File: src/rtl/point_mapper.sv
// Rasterises each accepted point as a two-pixel dot into the framebuffer.
// Optional full-frame clear sweep enabled by defining POINT_MAPPER_CLEAR_EN.
module point_mapper #(
  parameter logic [3:0] CLEAR_COLOR = 4'd0
) (
  input  logic        clock,
  input  logic        reset,
  input  logic        pvalid,
  input  logic [7:0]  xval,
  input  logic [5:0]  yval,
  input  logic [3:0]  color,
  output logic        done_point,
  output logic        mem_req,
  input  logic        mem_ack,
  output logic [13:0] mem_addr,
  output logic [3:0]  mem_wdata,
  output logic        busy,
  output logic [15:0] points_written,
  input  logic        clear_req,
  output logic        clear_done
);

  localparam int unsigned AW = 14;
  localparam logic [AW-1:0] LAST_ADDR = '1;

  typedef enum logic [1:0] {
    IDLE,
    WR0,
    WR1
`ifdef POINT_MAPPER_CLEAR_EN
    , CLR
`endif
  } state_t;

  state_t        state, state_n;
  logic          done_n, req_n, busy_n, cdone_n;
  logic [AW-1:0] addr_n;
  logic [3:0]    wdata_n;
  logic [15:0]   pw_n;
  logic          clear_go;

`ifdef POINT_MAPPER_CLEAR_EN
  logic pending, pending_n;

  // A request arriving in the same IDLE cycle as a point still wins.
  assign clear_go = pending | clear_req;

  always_comb begin
    pending_n = pending;
    if (state == IDLE && clear_go)
      pending_n = 1'b0;
    else if (clear_req && state != CLR)
      pending_n = 1'b1;
  end

  always_ff @(posedge clock or posedge reset) begin
    if (reset) begin
      pending    <= 1'b0;
      clear_done <= 1'b0;
    end else begin
      pending    <= pending_n;
      clear_done <= cdone_n;
    end
  end
`else
  logic unused_clear;
  assign unused_clear = clear_req | (|CLEAR_COLOR);
  assign clear_go     = 1'b0;
  assign clear_done   = 1'b0;
`endif

  // Next-state and next-output decode.
  always_comb begin
    state_n = state;
    done_n  = 1'b0;
    req_n   = 1'b0;
    cdone_n = 1'b0;
    addr_n  = mem_addr;
    wdata_n = mem_wdata;
    pw_n    = points_written;
    case (state)
      IDLE: begin
        if (clear_go) begin
`ifdef POINT_MAPPER_CLEAR_EN
          state_n = CLR;
          req_n   = 1'b1;
          addr_n  = '0;
          wdata_n = CLEAR_COLOR;
`endif
        end else if (pvalid) begin
          state_n = WR0;
          done_n  = 1'b1;
          req_n   = 1'b1;
          addr_n  = {yval, xval};
          wdata_n = color;
        end
      end
      WR0: begin
        req_n = 1'b1;
        if (mem_ack) begin
          state_n = WR1;
          addr_n  = {mem_addr[13:8], 8'(mem_addr[7:0] + 8'd1)};
        end
      end
      WR1: begin
        if (mem_ack) begin
          state_n = IDLE;
          if (points_written != 16'hFFFF)
            pw_n = 16'(points_written + 16'd1);
        end else begin
          req_n = 1'b1;
        end
      end
`ifdef POINT_MAPPER_CLEAR_EN
      CLR: begin
        req_n = 1'b1;
        if (mem_ack) begin
          if (mem_addr == LAST_ADDR) begin
            state_n = IDLE;
            req_n   = 1'b0;
            cdone_n = 1'b1;
          end else begin
            addr_n = AW'(mem_addr + AW'(1));
          end
        end
      end
`endif
      default: state_n = IDLE;
    endcase
    busy_n = (state_n != IDLE);
  end

  always_ff @(posedge clock or posedge reset) begin
    if (reset) begin
      state          <= IDLE;
      done_point     <= 1'b0;
      mem_req        <= 1'b0;
      mem_addr       <= '0;
      mem_wdata      <= '0;
      busy           <= 1'b0;
      points_written <= '0;
    end else begin
      state          <= state_n;
      done_point     <= done_n;
      mem_req        <= req_n;
      mem_addr       <= addr_n;
      mem_wdata      <= wdata_n;
      busy           <= busy_n;
      points_written <= pw_n;
    end
  end

endmodule
File: config.mk
export PLATFORM = sky130hd
export DESIGN_NAME = point_mapper
export DESIGN_NICKNAME = d
export VERILOG_FILES = /design/src/rtl/point_mapper.sv
export SDC_FILE = /design/constraint.sdc
export NUM_CORES = 1
export LEC_CHECK = 0
export ABC_AREA = 1
export CAP_MARGIN = 20
export CORE_AREA = 2 2 71 73
export DETAILED_ROUTE_END_ITERATION = 12
export DIE_AREA = 0 0 73 75
export GPL_ROUTABILITY_DRIVEN = 0
export PLACE_DENSITY = 0.8
export SLEW_MARGIN = 30
export SYNTH_ARGS = -nofsm -noshare
export SYNTH_HDL_FRONTEND = slang
export SYNTH_SLANG_ARGS = --single-unit
File: constraint.sdc
create_clock -name clock -period 1.91 [get_ports clock]
set_clock_uncertainty 0.1 [all_clocks]
set_input_delay 0.191 -clock clock [delete_from_list [all_inputs] [get_ports clock]]
set_output_delay 0.191 -clock clock [all_outputs]
set_load 0.02 [all_outputs]
# Yosys cells after proc, flatten, opt, wreduce, memory -nomap -nowiden
# Cells that the tools add are included.
# classes
n_addsub	2
n_eq_ne	5
mux	11
bitwise_logic	1
reduce_logical	7
# op_table
op	n
$pmux 14 s2	1
$add 16x1->16 const B	1
$ne 16x16->1 const B	1
$mux 14	1
$reduce_and 3->1	3
$add 8x1->8 const B	1
$mux 8	1
$mux 2	3
$pmux 2 s3	1
$ne 2x2->1 const B	2
$reduce_bool 2->1	2
$mux 1	3
$pmux 1 s3	1
$eq 2x1->1 const B	1
$eq 2x2->1 const B	1
$logic_not 2->1	1
$reduce_and 2->1	1
$not 1->1	1
# totals
reg_bits	39
inputBits	23
output_inout_bits	38
elab_cells	34

# Longest topological paths before layout
# depth
ltp_word	3
depth_mapped	10
mapped_depth_nobuf	9

# Least setup slack after synthesis
# No wires, ideal clock.
# synth_timing
path_type	register to register
startpoint	register points_written[0]
endpoint	register points_written[8]
setup_ns	0.118
arrival_ns	1.557
required_ns	1.692
slack_ns	0.135
path_stages_with_launch	10
n_path_buf	1
period_less_slack_ns	1.775
path_cell_list	dfrtp_1 -> ha_1 -> inv_2 -> nor2_4 -> nand2_4 -> nor2_4 -> nor2_4 -> buf_6 -> nand3_1 -> nand2_1
# synth_via
elab_chain_cells	2
elab_cells_between_ends	3
classes_between	add/sub (1); eq/ne (1); reduce/logical (1)
# synth_rtl
element	line	rtl
from (decl)	18	output logic [15:0] points_written,
from (signal assigned)	149	points_written <= pw_n;
parallel branches: the longest is 2 deep, another holds $add 16x1->16	--	
# Several ways; the timed one is not identified.
# A chain may end at the register's enable or synchronous reset.

# Worst setup path in the final report
# layout_timing
startpoint	register points_written[1]
endpoint	register points_written[4]
# Same word-level chain as after synthesis.

==> reports/metrics.yaml <==
run_status:
  outcome: "complete, no violations"
setup_path:
  critical_path_arrival_ns: 1.78
  path_max_fanout: 11
  worstSetupEndpointType: "flop"
  crit_type: "reg2reg"
  start_kind: "flop"
  required_ns: 1.99
yosys:
  ys_warn_count: 0
  ys_top_cells_by_area: "dfrtp_1 46%, nand2_1 20%, nand3_1 5.9%"
  ys_seq_area_share_pct: 45.9
  async_flop_share_pct: 100
  yosys-top-cells-count: "115 x nand2_1, 39 x dfrtp_1, 28 x nor2_1, 25 x nand3_1, 19 x inv_1"
  syn_inst: 282
  yosys.cell_types.count: 25
  synth_area_mm2: 0.00213
  synth_edf_count: 0
  yosysMostFrequentCell: "nand2_1"
  yosys.area.top_type: "dfrtp_1"
  post_synth.cell_area_avg_um2: 7.55
  synth_top_area_share_pct: 45.9
  synth_nets: 307
  synth_seq_cells: 39
  synthFlopType: "dfrtp_1"
sta:
  drv_slew: 0
  setup_tns_ns: 0
  min_period_ns: 1.70
  hold_viol: 0
  finalSetupViolations: 0
  period_share_pct: 88.8
  rsz0062_at_grt: "false"
  fmax_ghz: 0.590
layout:
  nets: 374
  syn2layout_area_growth_pct: 35.9
  drive_above_1_share_pct: 8.57
  diodes: 0
  fin_util_pct: 62.0
die:
  start_util_pct: 45.7
  num_rows: 25
  die_y_um: 75
  die_area_mm2: 0.00548
  core_area_mm2: 0.00466
  ios: 61
  die_w_um: 73
routing:
  wl_um: 4700
  vias: 2018
  wire_per_inst_um: 11.6
  ant_nets: 0
  drt_iter0_drc: 113
  firstDrtPassIters: 4
  post_drt_via_cell_ratio: 5.00
  drc: 0
clocking:
  htree_num_levels: 2
  clk_latency_ns: 0.28
  clock_path_buffers: 2
  root_buffer: "clkbuf_8"
  path_clk_slew_ns: 0.07
  cts_hold_buf: 0
  cts_tree: "done"
  cts_resized: 0
  cts.sinks: 39
  post-cts-setup-buffers: 0
  cts_buffers: 5
min_path:
  hold_class: "in2async"
power:
  ir_drop_v: 0.000817
  p_leak_uw: 0.00140
  finalPower_uw: 3500
  powerDensity_mw_per_mm2: 1210
grt:
  grt_max_degree: 40
  grt.total_usage_pct: 17.8
  grt_pass1_vias: 1793
  antenna_found_initial: 0
  grt.overflow.total: 0
  grt_pass1_wl_um: 7660
placed_design:
  portBuffers: 58
  dp_hpwl_um: 3350
job:
  maxCapViolCount: 0
[per-stage QoR]
stage | hold WS (ns) | setup slack, ns | std cells | cell area, um2
after floorplan | 0.201 | 0.135 | 282 | 2130
after global placement | 0.361 | 0.117 | 395 | 2790
after detailed placement | 0.370 | 0.0707 | 395 | 2790
after CTS | 0.230 | 0.0560 | 403 | 2890
after global routing | 0.287 | 0.0788 | 404 | 2890
final | 0.208 | 0.214 | 404 | 2890
[final cells by class]
class	instances	area [um2]
clock buffer	8	100
fill	394	1770
inverter	20	75.1
multi-input combinational	216	1020
sequential	39	976
tap	54	67.6
timing repair buffer	67	648
[state kept, by name, indices dropped and copies added, names as in the netlist]
register        count
points_written     16
mem_addr           14
mem_wdata           4
state               2
busy                1
done_point          1
mem_req             1
[cell families after synthesis]
group	after synthesis	share of synthesized area [%]
fa+ha+maj	2	1.18
other cells	1	0.176
flops	39	45.9
simple gates	191	39.7
buf+inv	28	6.29
compound gates	13	3.47
xor+xnor	8	3.29
[path summary, 6_finish.rpt]
path                            slack (ns)                           from                        endpoint  depth (start not counted)
worst min register to register        0.38        mem_addr[9]$_DFFE_PP0P_         mem_addr[9]$_DFFE_PP0P_                          2
worst max-delay path                  0.21  points_written[1]$_DFFE_PP0P_   points_written[4]$_DFFE_PP0P_                          9
max in group asynchronous             1.15                          reset  points_written[14]$_DFFE_PP0P_                          3
worst max register to register        0.21  points_written[1]$_DFFE_PP0P_   points_written[4]$_DFFE_PP0P_                          9
min in group clock                    0.33                       color[2]        mem_wdata[2]$_DFFE_PP0P_                          3
worst min-delay path                  0.21                          reset        mem_addr[11]$_DFFE_PP0P_                          3
[where the power goes]
| part | internal [uW] | switching (uW) |
|---|---|---|
| Combinational | 722 | 878 |
| Sequential | 1080 | 220 |
| Clock | 329 | 273 |
[per-layer routing]
layer	vias up	GRT usage (%)	part of all wire (%)	wire length (um)
li1	1018	-	-	-
met1	947	22.3	46	2140
met2	51	30.9	49	2320
met3	2	4.55	4.8	225
met4	0	4.32	0.21	10
met5	-	0	0	0
[cells in the final DEF (no fill, tap or decap), types with 4 or more instances in the layout]
cell and count:
inv_1 19, clkdlybuf4s50_1 58, nand3_1 25, nand2_1 115, nor2_4 4, o21ai_0 7
nand4_1 4, a21oi_1 4, nand3b_1 8, dfrtp_1 39, clkbuf_8 7, buf_4 9
xor2_1 5, nor2_1 28
[critical path, cell delays in order (launching register included)]
cell	delay [ns]
dfrtp_1	0.42
ha_1	0.22
inv_2	0.07
nor2_4	0.05
nand2_4	0.08
nor2_4	0.05
nor2_4	0.28
nand2_4	0.16
nand2_1	0.09
nand2_1	0.05
Note: power is estimated with default switching activity, not from simulation.
